`src/rtl/tx_inband_pkg.sv`:
```
// Shared definitions for the TX in-band packet path: the header field position,
// default packet geometry and the router FSM encoding. cmd_reader and
// chan_fifo_reader use these as well.
package tx_inband_pkg;

  // Channel-select field inside the header word.
  localparam int CHAN_FIELD_HI = 20;
  localparam int CHAN_FIELD_LO = 16;

  // Channel field value that selects the command RAM.
  localparam logic [4:0] CMD_ID_DEFAULT = 5'h1F;

  // 32-bit words per packet, header included (512-byte packets).
  localparam int PKT_WORDS_DEFAULT = 128;

  // Router FSM encoding, visible on the debug bus.
  typedef enum logic [1:0] {
    ST_IDLE = 2'd0,
    ST_FWD  = 2'd1,
    ST_DROP = 2'd2
  } rt_state_t;

endpackage

```
`src/rtl/tx_packet_router_sat_counter.sv`:
```
// Event counter with a choice of saturating or wrapping behaviour.
module sat_counter #(
  parameter int WIDTH    = 16,
  parameter bit SATURATE = 1'b1
) (
  input  logic             txclk,
  input  logic             reset,
  input  logic             inc,
  output logic [WIDTH-1:0] count
);

  // Count one per inc pulse; in saturate mode stick at all-ones.
  always_ff @(posedge txclk or posedge reset) begin
    if (reset) begin
      count <= '0;
    end else if (inc) begin
      if (SATURATE && (&count)) count <= count;
      else                      count <= count + WIDTH'(1);
    end
  end

endmodule

```
`src/rtl/tx_packet_router.sv`:
```
// Routes whole packets from the USB packer to one of NUM_CHAN data RAMs or to
// the command RAM, selected by the channel field of each packet's header word.
// Packets for unknown channels or for RAMs without space are swallowed and
// counted.
//
// Handshake: WR_final is a valid-only strobe with no ready/backpressure. A word
// is accepted on every rising edge of txclk where WR_final is high; when it is
// low nothing advances. Space is therefore checked once, at the header, and
// the whole packet is then committed to its destination.
module tx_packet_router
  import tx_inband_pkg::*;
#(
  parameter int         NUM_CHAN  = 2,
  parameter int         PKT_WORDS = PKT_WORDS_DEFAULT,
  parameter logic [4:0] CMD_ID    = CMD_ID_DEFAULT
) (
  input  logic                txclk,
  input  logic                reset,
  input  logic [31:0]         usbdata_final,
  input  logic                WR_final,
  input  logic [NUM_CHAN:0]   chan_have_space,
  input  logic [NUM_CHAN-1:0] chan_txempty,
  output logic [31:0]         ram_data,
  output logic [NUM_CHAN:0]   WR_channel,
  output logic [NUM_CHAN:0]   WR_done_channel,
  output logic                have_space,
  output logic                tx_empty,
  output logic [15:0]         drop_count,
  output logic [15:0]         pkt_count,
  output logic [1:0]          state
);

  localparam int NR = NUM_CHAN + 1;
  localparam int CW = $clog2(PKT_WORDS);
  localparam int DW = (NR > 1) ? $clog2(NR) : 1;
  localparam logic [CW-1:0] LAST_IDX = CW'(PKT_WORDS - 1);

  rt_state_t      st;
  logic [CW-1:0]  wcnt;
  logic [DW-1:0]  dst;
  logic [4:0]     hdr_ch;
  logic           hdr_hit;
  logic [DW-1:0]  hdr_dst;
  logic           last_word;
  logic           pkt_inc;
  logic           drop_inc;

  assign hdr_ch = usbdata_final[CHAN_FIELD_HI:CHAN_FIELD_LO];

  // Header decode: a data channel with space, else the command RAM with space.
  always_comb begin
    hdr_hit = 1'b0;
    hdr_dst = '0;
    for (int i = 0; i < NUM_CHAN; i++) begin
      if (!hdr_hit && (hdr_ch == 5'(i)) && chan_have_space[i]) begin
        hdr_hit = 1'b1;
        hdr_dst = DW'(i);
      end
    end
    if (!hdr_hit && (hdr_ch == CMD_ID) && chan_have_space[NUM_CHAN]) begin
      hdr_hit = 1'b1;
      hdr_dst = DW'(NUM_CHAN);
    end
  end

  assign last_word  = WR_final && (st != ST_IDLE) && (wcnt == LAST_IDX);
  assign pkt_inc    = last_word && (st == ST_FWD);
  assign drop_inc   = last_word && (st == ST_DROP);
  assign have_space = &chan_have_space;
  assign tx_empty   = &chan_txempty;
  assign state      = st;

  // Packet FSM with registered data, write strobes and end-of-packet strobes.
  always_ff @(posedge txclk or posedge reset) begin
    if (reset) begin
      st              <= ST_IDLE;
      wcnt            <= '0;
      dst             <= '0;
      ram_data        <= '0;
      WR_channel      <= '0;
      WR_done_channel <= '0;
    end else begin
      WR_channel      <= '0;
      WR_done_channel <= '0;
      if (WR_final) begin
        case (st)
          ST_IDLE: begin
            wcnt <= CW'(1);
            if (hdr_hit) begin
              dst        <= hdr_dst;
              ram_data   <= usbdata_final;
              WR_channel <= NR'(1) << hdr_dst;
              st         <= ST_FWD;
            end else begin
              st <= ST_DROP;
            end
          end
          ST_FWD: begin
            ram_data   <= usbdata_final;
            WR_channel <= NR'(1) << dst;
            if (last_word) begin
              WR_done_channel <= NR'(1) << dst;
              wcnt            <= '0;
              st              <= ST_IDLE;
            end else begin
              wcnt <= wcnt + CW'(1);
            end
          end
          ST_DROP: begin
            if (last_word) begin
              wcnt <= '0;
              st   <= ST_IDLE;
            end else begin
              wcnt <= wcnt + CW'(1);
            end
          end
          default: st <= ST_IDLE;
        endcase
      end
    end
  end

  sat_counter #(.WIDTH(16), .SATURATE(1'b1)) u_drop_cnt (
    .txclk (txclk),
    .reset (reset),
    .inc   (drop_inc),
    .count (drop_count)
  );

  sat_counter #(.WIDTH(16), .SATURATE(1'b0)) u_pkt_cnt (
    .txclk (txclk),
    .reset (reset),
    .inc   (pkt_inc),
    .count (pkt_count)
  );

endmodule

```
`config.mk`:
```
export PLATFORM = sky130hd
export DESIGN_NAME = tx_packet_router
export DESIGN_NICKNAME = d
export VERILOG_FILES = /design/src/rtl/tx_inband_pkg.sv /design/src/rtl/tx_packet_router_sat_counter.sv /design/src/rtl/tx_packet_router.sv
export SDC_FILE = /design/constraint.sdc
export NUM_CORES = 1
export LEC_CHECK = 0
export CORE_MARGIN = 5
export CORE_UTILIZATION = 35
export DETAILED_ROUTE_END_ITERATION = 10
export GPL_TIMING_DRIVEN = 0
export MAX_ROUTING_LAYER = met4
export RECOVER_POWER = 100
export SLEW_MARGIN = 20
export SYNTH_ARGS = -nofsm -noshare
export SYNTH_HDL_FRONTEND = slang
export SYNTH_SLANG_ARGS = --single-unit
```
`constraint.sdc`:
```
create_clock -name txclk -period 2.17 [get_ports txclk]
set_input_delay 0.217 -clock txclk [delete_from_list [all_inputs] [get_ports txclk]]
set_output_delay 0.217 -clock txclk [all_outputs]
set_load 0.01 [all_outputs]
```
; After elaboration in Yosys (flattened, before gate mapping)
; Index checks and enable logic that the tools add are counted.
[op_classes]
n_eq_ne = 7
n_reduce_logical = 25
shift = 2
n_addsub = 3
bitwise_logic = 1
mux = 18
[op_table]
columns = operator, n
row1 = $pmux 32 s2, 1
row2 = $add 16x1->16 const B, 2
row3 = $mux 32, 1
row4 = $reduce_and 16->1, 1
row5 = $mux 3, 5
row6 = $pmux 7 s2, 1
row7 = $logic_and 1x1->1, 9
row8 = $reduce_and 3->1, 3
row9 = $reduce_and 2->1, 4
row10 = $add 7x1->7 const B, 1
row11 = $eq 7x7->1 const B, 1
row12 = $mux 7, 1
row13 = $mux 2, 3
row14 = $pmux 3 s2, 1
row15 = $reduce_bool 2->1, 3
row16 = $shl 1x2->3 const A, 2
row17 = $eq 5x1->1 const B, 1
row18 = $eq 5x5->1 const B, 1
row19 = $logic_not 5->1, 1
row20 = $mux 1, 4
row21 = $pmux 2 s2, 1
row22 = $eq 2x1->1 const B, 1
row23 = $eq 2x2->1 const B, 1
row24 = $logic_not 1->1, 2
row25 = other kinds (5), 5
[totals]
inputBits = 40
output_inout_bits = 74
wordCells = 64
ff_bits = 81

; Longest topological paths before layout
; Gate-level depths: netlist (run 1).
[depth]
ltp_word = 15
depth_mapped = 7
depth_no_buf = 6

; Cells and area by module
; Synthesis (run 1) repeated with hierarchy kept, for this count alone.
[unflattened]
cells_unflattened = 297
hier_area_um2 = 3767.4
[by_module_without_submodules]
columns = module, cells_each, instances, area_each_um2
row1 = tx_packet_router, 167, 1, 2258.4
row2 = sat_counter at u_drop_cnt, 73, 1, 798.3
row3 = sat_counter at u_pkt_cnt, 57, 1, 710.7

; Worst setup path before layout (run 1)
; Ideal clock, no wire load.
[synth_timing]
path_type = flip-flop to flip-flop
from = register st[0], in the netlist state[0]
to = register u_drop_cnt.count[15]
required_time_ps = 2045
path_stages_with_launch = 8
setup_ps = 125
period_less_slack_ps = 2138
t_arrival_ps = 2013
slack_ps = 32
path_cell_list = dfrtp_1 inv_1 ha_1 nand3b_1 or3_1 buf_6 nor4_2 mux2_2
[synth_via]
elab_chain_len = 5
word_cells_on_any_way = 6
cone_classes = eq/ne: 1 / reduce/logical: 5
[synth_lines]
columns = element, line
row1 = start: declaration, tx_packet_router.sv:38  ; rt_state_t st;
row2 = start signal: assignment, tx_packet_router.sv:76  ; st <= ST_IDLE;
row3 = start signal: assignment, tx_packet_router.sv:93  ; st <= ST_FWD;
row4 = start signal: assignment, tx_packet_router.sv:95  ; st <= ST_DROP;
row5 = $reduce_bool 2->1, tx_packet_router.sv:66  ; assign last_word = WR_final && (st != ST_IDLE) && (wcnt == LAST_IDX);
row6 = $logic_and 1x1->1 (2 in a row), tx_packet_router.sv:66
row7 = $logic_and 1x1->1 (*), tx_packet_router.sv:68  ; assign drop_inc = last_word && (st == ST_DROP);
row8 = $reduce_and 2->1 (no line) (*), n/a
row9 = end signal: assignment, tx_packet_router_sat_counter.sv:17  ; if (SATURATE && (&count)) count <= count;
row10 = end signal: assignment, tx_packet_router_sat_counter.sv:18  ; else count <= count + WIDTH'(1);
row11 = end: declaration, tx_packet_router_sat_counter.sv:9  ; output logic [WIDTH-1:0] count
; Mark *: on every way between the ends. The rest lies on a longest branch, timed or not.
; A chain may end at the register's enable or synchronous reset.

; Final worst setup path (run 1)
[layout_timing]
from = input port usbdata_final[17]
to = register ram_data[13]
[layout_via]
elab_chain_len = 13
word_cells_on_any_way = 15
cone_classes = eq/ne: 3 / mux: 3 / reduce/logical: 9
[layout_lines]
columns = element, line
row1 = start: declaration, tx_packet_router.sv:19  ; input logic [31:0] usbdata_final,
row2 = $logic_not 5->1, tx_packet_router.sv:55  ; if (!hdr_hit && (hdr_ch == 5'(i)) && chan_have_space[i]) begin
row3 = $logic_and 1x1->1, tx_packet_router.sv:55
row4 = $mux 1, tx_packet_router.sv:55
row5 = $logic_not 1->1, tx_packet_router.sv:55
row6 = $logic_and 1x1->1 (2 in a row), tx_packet_router.sv:55
row7 = $mux 1, tx_packet_router.sv:55
row8 = $logic_not 1->1, tx_packet_router.sv:60  ; if (!hdr_hit && (hdr_ch == CMD_ID) && chan_have_space[NUM_CHAN]) begin
row9 = $logic_and 1x1->1 (2 in a row), tx_packet_router.sv:60
row10 = $mux 1 (*), tx_packet_router.sv:60
row11 = $ne 2x2->1 (no line) (*), n/a
row12 = $reduce_and 3->1 (no line) (*), n/a
row13 = end signal: assignment, tx_packet_router.sv:91  ; ram_data <= usbdata_final;
row14 = end signal: assignment, tx_packet_router.sv:99  ; ram_data <= usbdata_final;
row15 = end: declaration, tx_packet_router.sv:23  ; output logic [31:0] ram_data,
; Marks and branches as above.

==> flow_summary.ini, run 1 <==
[floorplanning]
core_um2 = 10400
die_w_um = 114
start_util = 0.362
die_h_um = 114
placementRows = 37
io_pins = 114
die-area_um2 = 12900

[global_routing]
overflow = 0
antenna_found_initial = 0
grt_pass1_wl_mm = 14.4
grt_pass1_vias = 2942
grt_usage = 0.142
grt_max_degree = 32

[setup_path]
cp_num_buf_inv = 2
cpLargestDelayFamily = buffers and inverters
crit_path_top_delay_cell = dlygate4sd3_1
crit_fanout = 10
r2r-end = u_drop_cnt.count[15]
worst-path-stages = 6
worst_ep_arrival_time_ns = 2.29
max_stage_delay_ns = 0.61
cp.required_ns = 2.39
path_class = in2reg
path_cells = dlygate4sd3_1 > or4_1 > o22ai_2 > o21ai_2 > buf_6 > mux2_4
cp-start-kind = primary input
reg2reg_depth = 7
endpoint_kind = flop
r2r_slack_ns = 0.1
rr_startpoint = state[0]

[sta]
rsz0062_at_grt = false
max_freq_mhz = 482
finalHoldViolations = 0
worst_slew_pin_slew_ns = 1.28
finalCritPeriodShare = 0.956
drv_slew = 0
holdWs_ns = 0.468
clock_skew_ns = 0.0109
tns_ns = 0
setup_viol = 0
relSlewSlack = 0.140
min_period_ns = 2.07

[route]
first_pass_iters = 4
drc = 0
drt_iter0_markers = 109
vias = 2740
vias_per_cell = 4.83
routedWlPerCell_um = 15.1
routed_wl_mm = 8.54
drtAntennaViolNets = 0

[cts]
clk_latency_ns = 0.34
clock-sinks = 81
root_buffer = clkbuf_8
cts_tree = yes
clock_path_buffers = 2
clkTransAtPathRegs_ns = 0.08
cts-htree-levels = 3
cts-buffers-inserted = 9

[synthesis]
ys_types = 43
synth_cells = 296
synthesis.nets = 343
syn_avg_cell_area_um2 = 12.7
synthArstFlopShare = 1.00
synth_edf_count = 0
synth_seq_area_share = 0.538
synth_common_cells = dfrtp_1, mux2_4, nand2_1, xnor2_1, nand3_1
ys_warn_count = 0
synth_most_common_cell = dfrtp_1
synth_top_flop_cell = dfrtp_1
ys_top_cells_by_area = dfrtp_1, mux2_4, xnor2_1
synth_top_area_cell = dfrtp_1
synth_seq_cells = 81
synth.cell_area_um2 = 3770
netlist.area_leader.share = 0.538

[finish]
nets = 473
num_antenna_cells = 0
syn2layout_area_growth_pct = 42.4
final_core_util = 0.515
drive_above_1_share = 0.169

[placed_design]
hpwlAfterDp_mm = 6.38
gp_congestion = 0.753
port_buffers = 113

[worst_hold_path]
min_path_type = reg2reg
hold_end = u_pkt_cnt.count[15]
hold_depth = 1
hp-start = u_pkt_cnt.count[15]

[power]
total_power_w = 0.00523
p_leak_nw = 2.52
powerDensity_nw_per_um2 = 976
peakVddDrop_v = 0.000659

[run]
maxCapViolCount = 0

[outcome]
outcome = complete, no violations
[flip-flops by register name, summed over array words and instances, names as in the netlist]
register          flops
dst                   2
wcnt                  7
ram_data             32
WR_done_channel       3
u_pkt_cnt.count      16
u_drop_cnt.count     16
WR_channel            3
state                 2
[area by class of cell]
cell class                 instances  area, um^2
buffer                             7        57.6
clock buffer                      11         141
clock inverter                     5         103
fill                             980        5050
inverter                          11        42.5
multi-input combinational        197        1640
sequential                        81        2030
tap                              136         170
timing repair buffer             119        1180
[worst max path at each step]
stage / startpoint / to / slack [ns]
global route: usbdata_final[17] / ram_data[13] / 0.01
detailed placement: WR_final / u_pkt_cnt.count[15] / -0.32
floorplan: state[0] / u_drop_cnt.count[15] / 0.03
global placement: WR_final / u_pkt_cnt.count[15] / -0.32
CTS: state[1] / u_drop_cnt.count[15] / 0.004
finish: usbdata_final[17] / ram_data[13] / 0.1
[through the flow]
step                worst slack [ns]  cells  cell area (um^2)
floorplan                     0.0318    296              3770
global placement              -0.316    545              5070
detailed placement            -0.320    547              5110
CTS                          0.00444    564              5380
global route                  0.0113    567              5360
finish                        0.0957    567              5360
[cells by family after synthesis]
kind of cell,Yosys count,synth area share
AO/OA/AOI/OAI,30,0.0635
XOR/XNOR,31,0.0721
flip-flops,81,0.538
AND/OR/NAND/NOR,91,0.134
multiplexers,38,0.143
adder cells (fa/ha/maj),7,0.0233
buffers and inverters,18,0.0262
[timing repair]
item,4_1_cts,5_1_grt
hold buffers,0,0
pin swaps,0,1
setup buffers,1,3
resized for setup,3,1
setup endpoints to repair,12,6
[metal layers]
metal  up-vias  part of all wire  GRT usage
li1       1320                 -          -
met1      1331              0.46      0.182
met2        81              0.47      0.221
met3         8             0.061     0.0419
met4         0            0.0094     0.0337
met5         -                 0          -
[power by group]
| part | total [W] | leakage [nW] | internal, W | switching [W] |
|---|---|---|---|---|
| clock | 0.00133 | 0.120 | 0.000795 | 0.000530 |
| sequential | 0.00207 | 1.06 | 0.00187 | 0.000200 |
| combinational | 0.00184 | 1.34 | 0.00113 | 0.000707 |
[cell usage in the layout, fill, tap and decap left out, types with 4 or more instances in the layout]
master	count
nand2_1	18
mux2_2	7
ha_1	5
buf_6	4
mux2_4	30
nand4_1	12
nand3_1	15
o21ai_0	5
clkbuf_1	4
nor2_1	11
xnor2_1	18
inv_1	10
xor2_1	13
clkdlybuf4s50_1	37
dlygate4sd3_1	76
and3_1	4
nor3_1	4
nand2b_1	4
dfrtp_1	81
and2_1	4
clkbuf_8	10
No activity file was read; power rests on OpenSTA's default activity.
==> run 2: changes to the inputs <==
--- a/config.mk
+++ b/config.mk
@@ -6,10 +6,11 @@
 export NUM_CORES = 1
 export LEC_CHECK = 0
 export CORE_MARGIN = 5
-export CORE_UTILIZATION = 35
+export CORE_UTILIZATION = 42
 export DETAILED_ROUTE_END_ITERATION = 10
 export GPL_TIMING_DRIVEN = 0
 export MAX_ROUTING_LAYER = met4
+export PLACE_DENSITY = 0.76
 export RECOVER_POWER = 100
 export SLEW_MARGIN = 20
 export SYNTH_ARGS = -nofsm -noshare
==> constraint.sdc (replaced) <==
create_clock -name txclk -period 2.17 [get_ports txclk]
set_input_delay 0.434 -clock txclk [delete_from_list [all_inputs] [get_ports txclk]]
set_output_delay 0.434 -clock txclk [all_outputs]
set_load 0.01 [all_outputs]
==> flow_summary.ini, run 2 (same netlist as run 1, synthesis figures left out) <==
[outcome]
outcome = complete, no violations

[cts]
root_buffer = clkbuf_8
cts-htree-levels = 3
cts-buffers-inserted = 9
clkTransAtPathRegs_ns = 0.09
clock-sinks = 81
cts_tree = yes
clk_latency_ns = 0.36
clock_path_buffers = 2

[route]
drt_iter0_markers = 91
drc = 0
vias_per_cell = 5.22
routed_wl_mm = 8.77
vias = 2820
first_pass_iters = 4
drtAntennaViolNets = 0
routedWlPerCell_um = 16.2

[setup_path]
path_class = in2reg
crit_fanout = 10
cp-start-kind = primary input
r2r_slack_ns = 0.08
endpoint_kind = flop
startpoint = usbdata_final[17]
reg2reg_depth = 7
crit_end = ram_data[11]
rr_startpoint = state[0]
worst_ep_arrival_time_ns = 2.33
r2r-end = u_drop_cnt.count[15]
cp.required_ns = 2.40

[sta]
setup_viol = 0
relSlewSlack = 0.117
finalHoldViolations = 0
worst_slew_pin_slew_ns = 1.32
min_period_ns = 2.11
drv_slew = 0
rsz0062_at_grt = false
holdWs_ns = 0.489
finalCritPeriodShare = 0.971
tns_ns = 0
clock_skew_ns = 0.0103
max_freq_mhz = 475

[floorplanning]
die_w_um = 105
die-area_um2 = 11000
start_util = 0.432
die_h_um = 105
core_um2 = 8720
io_pins = 114
placementRows = 34

[placed_design]
place_inst = 519
gp_congestion = 0.797
port_buffers = 113
hpwlAfterDp_mm = 6.32

[power]
comb_power_share = 0.332
seqPwrFrac = 0.415
p_leak_nw = 2.44
powerDensity_nw_per_um2 = 940
pwr-share-clk = 0.253
internal_power_w = 0.00349
total_power_w = 0.00498
p_sw_frac = 0.299
p_sw_w = 0.00149
peakVddDrop_v = 0.000522

[run]
maxCapViolCount = 0

[finish]
fillers = 728
top_regs = ram_data (32), u_drop_cnt.count (16), u_pkt_cnt.count (16)
regMostFlops = ram_data
syn2layout_area_growth_pct = 40.6
num_antenna_cells = 0
final_core_util = 0.607
fin_cells = 540
final_cell_mix = dfrtp_1, dlygate4sd3_1, clkdlybuf4s50_1
nets = 474
layout_commonest_cell = dfrtp_1
largest_reg_flops = 32
drive_above_1_share = 0.127

[global_routing]
grt_pass1_vias = 2929
overflow = 0
grt_max_degree = 31
antenna_found_initial = 0
grt_pass1_wl_mm = 14.8
grt_usage = 0.167

[worst_hold_path]
min_path_type = reg2reg
hold_depth = 1
-- run 2: cell types whose count changed in the layout (fill, tap and decap cells not counted), sizes merged --
cell	change
bufinv	-1
clkdlybuf4s50	+2
buf	+2
clkinvlp	+1
inv	+1
dlygate4sd3	-2
clkbuf	-2
-- run 2: critical path, cell delays in order --
cell and delay, ns:
clkdlybuf4s50_1 0.49, or4_4 0.60, o22ai_4 0.19, o21ai_4 0.12
buf_6 0.17, mux2_1 0.32
-- run 2: area by class of cell --
class                      instances  area (um^2)  share of cell area
multi-input combinational        197         1610               0.304
buffer                             7         57.6              0.0109
clock inverter                     6         88.8              0.0168
tap                              108          135              0.0255
sequential                        81         2030               0.383
timing repair buffer             120         1200               0.226
inverter                          11         42.5             0.00803
clock buffer                      10          138              0.0260
-- run 2: how the worst min path moves through the flow --
stage                              startpoint                  end
after floorplan                       wcnt[1]              wcnt[1]
after global placement    u_pkt_cnt.count[15]  u_pkt_cnt.count[15]
after detailed placement  u_pkt_cnt.count[14]  u_pkt_cnt.count[14]
after CTS                 u_pkt_cnt.count[14]  u_pkt_cnt.count[14]
after global routing      u_pkt_cnt.count[14]  u_pkt_cnt.count[14]
final                             ram_data[8]          ram_data[8]
-- run 2: layer usage --
layer | part of all wire | vias to the layer above | track usage
li1 | - | 1320 | -
met3 | 0.067 | 10 | 0.0598
met5 | 0 | - | -
met4 | 0.011 | 0 | 0.0338
met1 | 0.45 | 1401 | 0.216
met2 | 0.47 | 89 | 0.256
-- run 2: what timing repair did --
item	in CTS	in global routing
pin swaps	0	2
gates resized for setup	4	12
buffers inserted	0	5
hold buffers	0	0
setup endpoints to repair	13	41
endpoints found under the hold margin	0	0
-- run 2: stage by stage --
step	instance area [um^2]	worst slack, ns
floorplan	3770	0.0318
global placement	5040	-0.509
detailed placement	5080	-0.610
CTS	5330	0.00936
global route	5300	0.0103
finish	5300	0.0630
-- run 2: power groups by stage --
| stage | clock network [W] | logic, W | registers [W] |
|---|---|---|---|
| finish | 0.00126 | 0.00165 | 0.00207 |
| global placement | 0 | 0.00190 | 0.00211 |
| global route | 0.00135 | 0.00179 | 0.00212 |
| detailed placement | 0 | 0.00195 | 0.00211 |
| floorplan | 0 | 0.000898 | 0.00225 |
| CTS | 0.00130 | 0.00196 | 0.00210 |
